$ cat src/rtl/gpr_scoreboard.sv
`default_nettype none
// ============================================================================
//  Module      : gpr_scoreboard
//  Description : General-purpose register file with a per-register busy
//                (pending-write) scoreboard. After reset a CLEAR sequence
//                zeroes one register per cycle. The ports become usable only
//                once ready is high.
//                Build option: define GPR_BYPASS_EN so that a same-cycle
//                write is forwarded to the read ports.
//  Revision    : 1.0  initial release
// ============================================================================
module gpr_scoreboard #(
    parameter  int XLEN     = 32,
    parameter  int NREG     = 32,
    parameter  int ZERO_REG = 1,
    localparam int AW       = $clog2(NREG)
) (
    input  logic            clk,
    input  logic            rst,
    output logic            ready,
    input  logic [AW-1:0]   rs1,
    input  logic [AW-1:0]   rs2,
    output logic [XLEN-1:0] rrs1,
    output logic [XLEN-1:0] rrs2,
    output logic            busy1,
    output logic            busy2,
    input  logic [AW-1:0]   rd,
    input  logic [XLEN-1:0] rrd,
    input  logic            we,
    input  logic            alloc_en,
    input  logic [AW-1:0]   alloc_rd
);

    localparam logic [0:0]    c_ST_CLEAR = 1'b0;
    localparam logic [0:0]    c_ST_RUN   = 1'b1;
    localparam logic [AW-1:0] c_IDX_LAST = AW'(NREG - 1);

    logic [0:0]      r_state;
    logic [AW-1:0]   r_idx;
    logic [XLEN-1:0] r_mem [NREG];
    logic [NREG-1:0] r_busy;

    logic w_run;
    logic w_rd_ok;
    logic w_alloc_ok;
    logic w_wr_hit;
    logic w_alloc_hit;
    logic w_rs1_zero;
    logic w_rs2_zero;

    // Register 0 is excluded from writes and allocations when it is hardwired.
    assign w_run       = (r_state == c_ST_RUN);
    assign w_rd_ok     = (ZERO_REG == 0) || (rd != '0);
    assign w_alloc_ok  = (ZERO_REG == 0) || (alloc_rd != '0);
    assign w_wr_hit    = we && w_run && w_rd_ok;
    assign w_alloc_hit = alloc_en && w_run && w_alloc_ok;
    assign w_rs1_zero  = (ZERO_REG != 0) && (rs1 == '0);
    assign w_rs2_zero  = (ZERO_REG != 0) && (rs2 == '0);
    assign ready       = w_run;

    // Control FSM: walk idx through every register, then enter RUN.
    always_ff @(posedge clk) begin
        if (rst) begin
            r_state <= c_ST_CLEAR;
            r_idx   <= '0;
        end else if (r_state == c_ST_CLEAR) begin
            if (r_idx == c_IDX_LAST) begin
                r_state <= c_ST_RUN;
                r_idx   <= '0;
            end else begin
                r_idx <= r_idx + 1'b1;
            end
        end
    end

    // Storage: zeroed one entry per cycle during CLEAR, written in RUN.
    always_ff @(posedge clk) begin
        if (r_state == c_ST_CLEAR) begin
            r_mem[r_idx] <= '0;
        end else if (!rst && w_wr_hit) begin
            r_mem[rd] <= rrd;
        end
    end

    // Busy bits: a write clears, an allocation sets; the allocation is
    // assigned last so it wins when both target the same register.
    always_ff @(posedge clk) begin
        if (r_state == c_ST_CLEAR) begin
            r_busy[r_idx] <= 1'b0;
        end else if (!rst) begin
            if (w_wr_hit) begin
                r_busy[rd] <= 1'b0;
            end
            if (w_alloc_hit) begin
                r_busy[alloc_rd] <= 1'b1;
            end
        end
    end

    // Read ports: all zero until ready; a write landing this cycle hides
    // the busy bit, and optionally forwards its data.
    always_comb begin
        rrs1  = '0;
        rrs2  = '0;
        busy1 = 1'b0;
        busy2 = 1'b0;
        if (w_run) begin
`ifdef GPR_BYPASS_EN
            rrs1 = (w_wr_hit && (rd == rs1)) ? rrd : r_mem[rs1];
            rrs2 = (w_wr_hit && (rd == rs2)) ? rrd : r_mem[rs2];
`else
            rrs1 = r_mem[rs1];
            rrs2 = r_mem[rs2];
`endif
            if (w_rs1_zero) begin
                rrs1 = '0;
            end
            if (w_rs2_zero) begin
                rrs2 = '0;
            end
            busy1 = r_busy[rs1] && !(w_wr_hit && (rd == rs1)) && !w_rs1_zero;
            busy2 = r_busy[rs2] && !(w_wr_hit && (rd == rs2)) && !w_rs2_zero;
        end
    end

endmodule
`default_nettype wire

$ cat config.mk
export PLATFORM = sky130hd
export DESIGN_NAME = gpr_scoreboard
export DESIGN_NICKNAME = d
export VERILOG_FILES = /design/src/rtl/gpr_scoreboard.sv
export SDC_FILE = /design/constraint.sdc
export NUM_CORES = 1
export LEC_CHECK = 0
export ABC_CLOCK_PERIOD_IN_PS = 7070
export CELL_PAD_IN_SITES_DETAIL_PLACEMENT = 0
export CELL_PAD_IN_SITES_GLOBAL_PLACEMENT = 2
export CORE_UTILIZATION = 30
export DETAILED_ROUTE_END_ITERATION = 8
export MAX_ROUTING_LAYER = met4
export PLACE_DENSITY = 0.53
export SETUP_SLACK_MARGIN = 0.1
export SLEW_MARGIN = 20
export SYNTH_ARGS = -nofsm -noshare
export SYNTH_HDL_FRONTEND = slang
export SYNTH_SLANG_ARGS = --single-unit
$ cat constraint.sdc
create_clock -name clk -period 7.07 [get_ports clk]
set_input_delay 1.414 -clock clk [delete_from_list [all_inputs] [get_ports clk]]
set_output_delay 1.414 -clock clk [all_outputs]
set_load 0.005 [all_outputs]
Word-level counts from Yosys, hierarchy flattened
Memory sizes are Yosys's and may differ from the RTL's.
Index checks and enable logic that the tools add are counted.
{"block": "classes", "div": 0, "n_eq_ne": 4, "bitwise": 5, "addsub": 1, "order_cmp": 8, "shifts": 0, "n_reduce_logical": 24, "mux": 32, "mul": 0}
{"cell": "32-bit 2-to-1 mux", "count": 11}
{"cell": "32-bit AND", "count": 2}
{"cell": "32-bit NOT", "count": 2}
{"cell": "32-bit bitwise OR", "count": 1}
{"cell": "32-bit OR reduction", "count": 1}
{"cell": "5-bit by 6-bit less-than comparator with 1-bit output (second input constant)", "count": 5}
{"cell": "1-bit demux with 5-bit select", "count": 3}
{"cell": "5-bit by 1-bit greater-or-equal comparator with 1-bit output (second input constant)", "count": 3}
{"cell": "1-bit logical AND", "count": 14}
{"cell": "1-bit 2-to-1 mux", "count": 14}
{"cell": "1-bit binary-select mux with 5-bit select", "count": 2}
{"cell": "5-bit == test", "count": 2}
{"cell": "5-bit zero test", "count": 2}
{"cell": "5-bit 2-to-1 mux", "count": 2}
{"cell": "5-bit nonzero test", "count": 2}
{"cell": "5-bit by 1-bit adder with 5-bit output (second input constant)", "count": 1}
{"cell": "5-bit == test (second input constant)", "count": 1}
{"cell": "1-bit zero test", "count": 5}
{"cell": "2-bit inequality test (second input constant)", "count": 1}
{"block": "word_totals", "romBits": 0, "latch_bits": 0, "reg_bits": 38, "inputBits": 56, "ramBits": 1024, "out_inout_bits": 67, "memories": 1}
{"name": "r_mem", "words": 32, "word_bits": 32, "rd": 2, "rd_ports_with_merged_regs": 0, "wr": 1, "line_no": "40", "rtl": "logic [XLEN-1:0] r_mem [NREG];"}

Depth between registers and ports, before layout
Gate-level depths: netlist of run 1.
{"block": "depth", "ltp_word": 13, "mapped_depth": 8, "depth_no_buf": 6}

Worst setup path before layout of run 1
OpenSTA, ideal clock, no wires.
{"block": "synth_path", "kind": "input -> register", "from": "in rd[4]", "to": "mem r_mem[19][0], enable pin", "slack_ns": 2.656, "path_stages": 5, "arrival_ns": 3.982, "t_required_ns": 6.637, "path_cell_list": "clkbuf_1 and3_1 nor2b_1 nand3_1 o22ai_1"}
{"block": "synth_via", "elab_chain_cells": 8}
{"element": "from (decl)", "line_no": "27", "rtl": "input logic [AW-1:0] rd,"}
{"element": "5-bit nonzero test", "line_no": "53", "rtl": "assign w_rd_ok = (ZERO_REG == 0) || (rd != '0);"}
{"element": "1-bit logical AND", "line_no": "55", "rtl": "assign w_wr_hit = we && w_run && w_rd_ok;"}
{"element": "1-bit logical AND", "line_no": "80", "rtl": "end else if (!rst && w_wr_hit) begin"}
{"element": "1-bit 2-to-1 mux", "line_no": "80"}
{"element": "1-bit 2-to-1 mux", "line_no": "78", "rtl": "if (r_state == c_ST_CLEAR) begin"}
{"element": "1-bit 2-to-1 mux (implied by the code)", "line_no": "81", "rtl": "r_mem[rd] <= rrd;"}
{"element": "32-bit OR reduction (no line)"}
{"element": "5-bit 2-to-1 mux (no line) / 1-bit 2-to-1 mux (equally long branches)"}
{"element": "to (decl)", "line_no": "40"}
Parallel ways exist; a longest one is shown, timed or not.

Worst setup path after layout of run 1
{"block": "layout_path", "from": "in rd[2]", "to": "out busy2"}
{"block": "layout_via", "elab_chain_cells": 7}
{"element": "5-bit nonzero test", "line_no": "53"}
{"element": "1-bit logical AND", "line_no": "55"}
{"element": "1-bit logical AND (*)", "line_no": "122", "rtl": "busy2 = r_busy[rs2] && !(w_wr_hit && (rd == rs2)) && !w_rs2_zero;"}
{"element": "1-bit zero test (*)", "line_no": "122"}
{"element": "1-bit logical AND (*) (2 in series)", "line_no": "122"}
{"element": "1-bit 2-to-1 mux (*)", "line_no": "107", "rtl": "if (w_run) begin"}
{"element": "to (decl)", "line_no": "26", "rtl": "output logic busy2,"}
Mark *: on every way between the ends. The rest lies on a longest branch, timed or not.

==> run_results.csv, run 1 <==
group,metric,value,unit
status,status,"finished clean",
flow_run,cap_violations,0,
sta,relSlewSlack,24.8,%
placement,gp_congestion,0.768,
sta,finalSetupViolations,0,
floorplan,ios,123,
placement,placed_area,54900,um^2
clock_network,cts.sinks,1062,
logic_synthesis,netlist_instances,2549,
sta,worst_pin_slew,1.13,ns
worst_setup_path,endpoint_kind,"output port",
detailed_routing,first_pass_iters,7,
cells_and_area,final_util,35.1,%
logic_synthesis,ys_types,53,
placement,pre_cts_ws,0.541,ns
clock_network,root_buffer,"clkbuf_16",
sta,clock_skew,0.0213,ns
detailed_routing,drtIter0Drc,2486,
cells_and_area,stdcell_count,4988,
global_route,grt_antenna_before_repair,5,
detailed_routing,via_per_inst,5.69,
placement,dp.cells,4764,
detailed_routing,wl,175000,um
detailed_routing,ant_nets,0,
logic_synthesis,synth.most_common_cell,"edfxtp_1",
sta,fin_crit_sh,92.2,%
global_route,grtUsageTotal,21.2,%
global_route,grt_max_degree,77,
pwr,vdd_ir_drop_max,0.000205,V
global_route,grt_pass1_vias,30300,
detailed_routing,wl_per_cell,35.0,um
worst_setup_path,path_max_fanout,10,
logic_synthesis,ys.flop_type,"edfxtp_1",
logic_synthesis,synth_enable_flop_cells,1056,
min_path,hold_class,"flop to flop",
sta,min_period,6.52,ns
logic_synthesis,yosysTopAreaCell,"edfxtp_1",
sta,hold_viol,0,
logic_synthesis,ys_seq_elements,1062,
worst_setup_path,critPathTopFamily,"simple AND/OR/NAND/NOR gates",
worst_setup_path,cp-start-kind,"primary input",
worst_setup_path,cp_num_buf_inv,2,
floorplan,dieArea,170000,um^2
detailed_routing,num_vias,28400,
sta,finalMaxSlewViolations,0,
clock_network,cts_buffers,120,
sta,fmax,153,MHz
cells_and_area,fin_nets,2743,
floorplan,die_y,413,um
floorplan,start_util,30.2,%
logic_synthesis,synth_commonest_cells,"1056 x edfxtp_1, 512 x mux4_2, 274 x mux2i_1",
logic_synthesis,synth_area,50600,um^2
sta,rsz0062_at_grt,"false",
clock_network,clock_path_buffers,3,
global_route,overflow,0,
floorplan,core_area,167000,um^2
placement,numPortBuffers,122,
clock_network,cts_tree,"yes",
cells_and_area,fin_area,58700,um^2
cells_and_area,drive_gt1_share,30.3,%
clock_network,post_cts_resized,0,
logic_synthesis,async_flop_share,0,%
sta,fin_ws,0.552,ns
clock_network,h-tree-depth,3,
worst_setup_path,cpMostUsedCell,"clkdlybuf4s50_1",
placement,dp_hpwl,97700,um
sta,hold-worst-slack,0.608,ns
clock_network,worstSkewPairLatency,0.74,ns
cells_and_area,syn2layout_area_growth,16.0,%
pwr,power_density,238,nW/um^2
logic_synthesis,avgSynthCellArea,19.8,um^2
worst_setup_path,slowest_stage,"clkdlybuf4s50_1",
pwr,p_leak,16.8,nW
global_route,grt_first_pass_wirelength,244000,um
logic_synthesis,postSynthNetCount,2610,
clock_network,clkTransAtPathRegs,0.07,ns
logic_synthesis,ys_warn_count,0,
worst_setup_path,crit_chain,"clkdlybuf4s50_1 > or2_1 > nor3_1 > nand2b_1 > nor4_1 > a2111oi_2 > clkdlybuf4s50_1",
clock_network,cts_setup_buffers,0,
floorplan,fp.dieW,413,um
clock_network,cts_hold_buf,0,
floorplan,row_count,150,
logic_synthesis,synth.top_cell.area_share,62.7,%
cells_and_area,num-fill-cells,15500,
worst_setup_path,cpPeakStageDelay,0.79,ns
worst_setup_path,arrival,5.10,ns
sta,setup_tns,0,ns
logic_synthesis,synthTopCellsByArea,"edfxtp_1 63%, mux4_2 23%, mux2i_1 5.4%, o221ai_1 1.3%, o22a_1 1.1%",
detailed_routing,drc,0,
worst_setup_path,crit_type,"primary input to output port",
pwr,power,14.0,mW
logic_synthesis,ys_seq_area_share,62.9,%
worst_setup_path,cp_data_required_time,5.66,ns
## flip-flops by register name, summed over array words and instances (netlist names)
register	count
r_idx	5
ready	1
r_mem	1024
r_busy	32
## power by group
group	internal [mW]	total (mW)	switching (mW)
clock	3.47	6.09	2.63
sequential	6.92	6.97	0.0488
combinational	0.391	0.900	0.508
total	10.8	14.0	3.18
## kinds of logic (layout without fill, tap and decap cells)
logic type,after synthesis,after routing,synth area share (%)
adders and majority gates,5,5,0.124
buffers and inverters,210,444,2.12
and+or+nand+nor,200,200,2.14
DFF,1062,1062,62.9
AOI/OAI and AO/OA,260,260,3.93
other,0,1,0
muxes,802,802,28.6
xor gates and xnor gates,10,10,0.173
## layout by cell type, fill, tap and decap left out, types with 15 or more instances in the layout
cell type / count
buf_4: 84
edfxtp_1: 1056
o21ai_0: 31
nor2_1: 20
clkbuf_1: 29
and2_1: 21
buf_12: 15
clkinv_1: 33
a21oi_1: 21
mux2i_1: 274
mux4_2: 512
o221ai_1: 77
nand2_1: 51
clkbuf_16: 120
mux2_1: 16
nand3_1: 18
clkinv_2: 22
clkdlybuf4s50_1: 114
o22ai_4: 31
o22a_1: 64
## final timing paths
path                  from             to  slack [ns]  depth (start not counted)
setup / recovery     rd[2]          busy2        0.55                          7
hold / removal    r_idx[0]       r_idx[3]        0.61                          2
setup reg to reg     ready  r_mem[19][12]        3.07                          6
hold reg to reg   r_idx[0]       r_idx[3]        0.61                          2
## final cells by class
type / count / area, um^2 / share of cell area (%)
sequential: 1062 / 31800 / 54.3
multi-input combinational: 1277 / 18100 / 30.9
clock buffer: 149 / 3110 / 5.30
tap: 2204 / 2760 / 4.70
timing repair buffer: 219 / 2170 / 3.71
clock inverter: 74 / 643 / 1.10
inverter: 2 / 7.51 / 0.0128
antenna: 1 / 2.50 / 0.00427
## metal layers
metal	up-vias	global-route usage [%]	wire length (um)
li1	11400	-	-
met5	-	-	0
met1	15900	28.5	77300
met4	0	4.44	3700
met3	201	2.90	8220
met2	897	34.2	85500
## worst register-to-register path, delay by kind of cell (launching register included)
family	cells	cell delay, ns
simple gates	3	1.07
compound gates	1	0.95
buf+inv	2	0.91
flops	1	0.72
No activity file was read; power rests on OpenSTA's default activity.
==> run 2: changes to the inputs <==
--- a/config.mk
+++ b/config.mk
@@ -5,7 +5,7 @@
 export SDC_FILE = /design/constraint.sdc
 export NUM_CORES = 1
 export LEC_CHECK = 0
-export ABC_CLOCK_PERIOD_IN_PS = 7070
+export ABC_CLOCK_PERIOD_IN_PS = 6500
 export CELL_PAD_IN_SITES_DETAIL_PLACEMENT = 0
 export CELL_PAD_IN_SITES_GLOBAL_PLACEMENT = 2
 export CORE_UTILIZATION = 30
==> constraint.sdc (replaced) <==
create_clock -name clk -period 6.5 [get_ports clk]
set_input_delay 1.3 -clock clk [delete_from_list [all_inputs] [get_ports clk]]
set_output_delay 1.3 -clock clk [all_outputs]
set_load 0.005 [all_outputs]
==> run 2 against run 1 <==
Routed wire length increased by 0.29%; cell area rose by 0.18%; highest routed layer unchanged; critical endpoint unchanged; power up 8.3%; clock skew increased by 0.0064 ns; die area stayed put; largest cell class unchanged.
==> run_results.csv, run 2 (synthesized netlist as in run 1, its figures left out) <==
group,metric,value,unit
cells_and_area,layout_common_cells,"1056 x edfxtp_1, 512 x mux4_2, 274 x mux2i_1",
global_route,grt_pass1_vias,30200,
global_route,overflow,0,
flow_run,cap_violations,0,
pwr,power_density,257,nW/um^2
clock_network,cts.sinks,1062,
placement,numPortBuffers,122,
placement,dp_hpwl,98600,um
worst_setup_path,cp_num_buf_inv,2,
global_route,grt_antenna_before_repair,6,
global_route,grt_max_degree,122,
floorplan,ios,123,
detailed_routing,wl_per_cell,35.2,um
worst_setup_path,endpoint_kind,"output port",
placement,dp.cells,4756,
clock_network,root_buffer,"clkbuf_16",
worst_setup_path,cp-start-kind,"primary input",
sta,hold_viol,0,
sta,finalMaxSlewViolations,0,
clock_network,post_cts_resized,0,
cells_and_area,fin_area,58800,um^2
worst_setup_path,cpPeakStageDelay,0.70,ns
pwr,p_sw_share,22.8,%
placement,pre_cts_ws,0.649,ns
cells_and_area,stdcell_count,4981,
cells_and_area,max_flop_register,"r_mem",
worst_setup_path,arrival,4.50,ns
detailed_routing,drc,0,
pwr,vdd_ir_drop_max,0.000229,V
floorplan,die_y,413,um
floorplan,fp.dieW,413,um
detailed_routing,dr_wl_met3,8520,um
clock_network,cts_buffers,119,
worst_setup_path,cpMostUsedCell,"clkdlybuf4s50_1",
sta,min_period,5.80,ns
worst_setup_path,path_max_fanout,12,
detailed_routing,num_vias,28400,
detailed_routing,wl_met2,87700,um
clock_network,h-tree-depth,3,
worst_setup_path,crit_type,"primary input to output port",
cells_and_area,largestRegisters,"r_mem: 1024 flops, r_busy: 32 flops, r_idx: 5 flops",
detailed_routing,wl,175000,um
clock_network,clock_path_buffers,3,
worst_setup_path,slowest_stage,"clkdlybuf4s50_1",
status,status,"finished clean",
clock_network,cts_tree,"yes",
floorplan,row_count,150,
worst_setup_path,critPathTopFamily,"buffers and inverters",
floorplan,core_area,167000,um^2
detailed_routing,drtIter0Drc,2483,
clock_network,cts_hold_buf,0,
sta,clock_skew,0.0277,ns
sta,worst_pin_slew,1.12,ns
clock_network,worstSkewPairLatency,0.73,ns
cells_and_area,layout_commonest_cell,"edfxtp_1",
worst_setup_path,cp_data_required_time,5.20,ns
global_route,grt_first_pass_wirelength,243000,um
pwr,seq_power_share,50.1,%
cells_and_area,syn2layout_area_growth,16.2,%
pwr,power_switching,3.45,mW
min_path,hold_class,"flop to flop",
pwr,share_comb_of_total_power,6.7,%
cells_and_area,fin_nets,2735,
sta,finalSetupViolations,0,
cells_and_area,drive_gt1_share,29.7,%
sta,relSlewSlack,25.1,%
floorplan,start_util,30.2,%
sta,fin_crit_sh,89.3,%
floorplan,dieArea,170000,um^2
detailed_routing,met1_length,75500,um
detailed_routing,via_per_inst,5.70,
sta,setup_tns,0,ns
cells_and_area,largest_reg_flops,1024,
clock_network,cts_setup_buffers,0,
detailed_routing,first_pass_iters,6,
pwr,clkPwrFrac,43.3,%
detailed_routing,routed.top_layer,"met4",
pwr,internal-power,11.7,mW
sta,fin_ws,0.697,ns
sta,rsz0062_at_grt,"false",
placement,gp_congestion,0.793,
clock_network,clkTransAtPathRegs,0.06,ns
global_route,grtUsageTotal,21.2,%
detailed_routing,ant_nets,0,
pwr,p_leak,16.8,nW
placement,placed_area,55000,um^2
sta,fmax,172,MHz
worst_setup_path,crit_chain,"clkdlybuf4s50_1 > or2_2 > nor3_1 > nand2b_1 > nor4_1 > a2111oi_2 > clkdlybuf4s50_1",
-- run 2: changes by cell type in the layout (fill, tap and decap cells not counted), moves of 2 or more --
| cell | previous run | this run |
|---|---|---|
| buf_4 | 84 | 61 |
| buf_12 | 15 | 32 |
| clkinv_2 | 22 | 15 |
| clkbuf_1 | 29 | 34 |
| clkinv_1 | 33 | 37 |
| inv_6 | 4 | 1 |
| and2_1 | 21 | 23 |
| and2_2 | 14 | 12 |
| bufinv_16 | 10 | 8 |
-- run 2: worst paths after layout --
check	startpoint	endpoint	slack, ns	cells after the start
worst min-delay path	r_idx[0]	r_idx[3]	0.61	2
worst max register to register	ready	r_mem[31][22]	2.58	6
worst min register to register	r_idx[0]	r_idx[3]	0.61	2
worst max-delay path	rd[1]	busy2	0.70	7
-- run 2: power groups by stage --
| stage | Sequential (mW) | Clock, mW | Combinational (mW) |
|---|---|---|---|
| 2_1_floorplan | 7.70 | 0 | 0.667 |
| 3_3_place_gp | 7.71 | 0 | 1.03 |
| 3_5_place_dp | 7.72 | 0 | 1.03 |
| 4_1_cts | 7.57 | 6.70 | 1.03 |
| 5_1_grt | 7.58 | 6.93 | 1.06 |
| 6_report | 7.57 | 6.55 | 1.01 |
-- run 2: per-layer routing --
layer	vias up	track usage (%)
met3	195	2.85
met1	15800	28.1
met4	0	4.23
met5	-	-
met2	944	34.8
li1	11400	-
-- run 2: worst min-delay path, cell delays in order, from the launching register on --
cell and delay, ns:
dfxtp_1 0.39, nand4_1 0.11, a21oi_1 0.06
-- run 2: stage by stage --
stage	hold slack [ns]	util (%)	power (mW)
2_1_floorplan	0.534	-	8.37
3_3_place_gp	0.596	32.9	8.74
3_5_place_dp	0.617	32.9	8.74
4_1_cts	0.622	35.1	15.3
5_1_grt	0.638	35.1	15.6
6_report	0.614	35.1	15.1
-- run 2: layout make-up --
cell class	instances	area, um^2
Antenna cell	2	5.00
Inverter	2	7.51
Multi-Input combinational cell	1277	18100
Clock buffer	155	3160
Fill cell	15500	108000
Timing Repair Buffer	212	2310
Clock inverter	67	564
Tap cell	2204	2760
Sequential cell	1062	31800
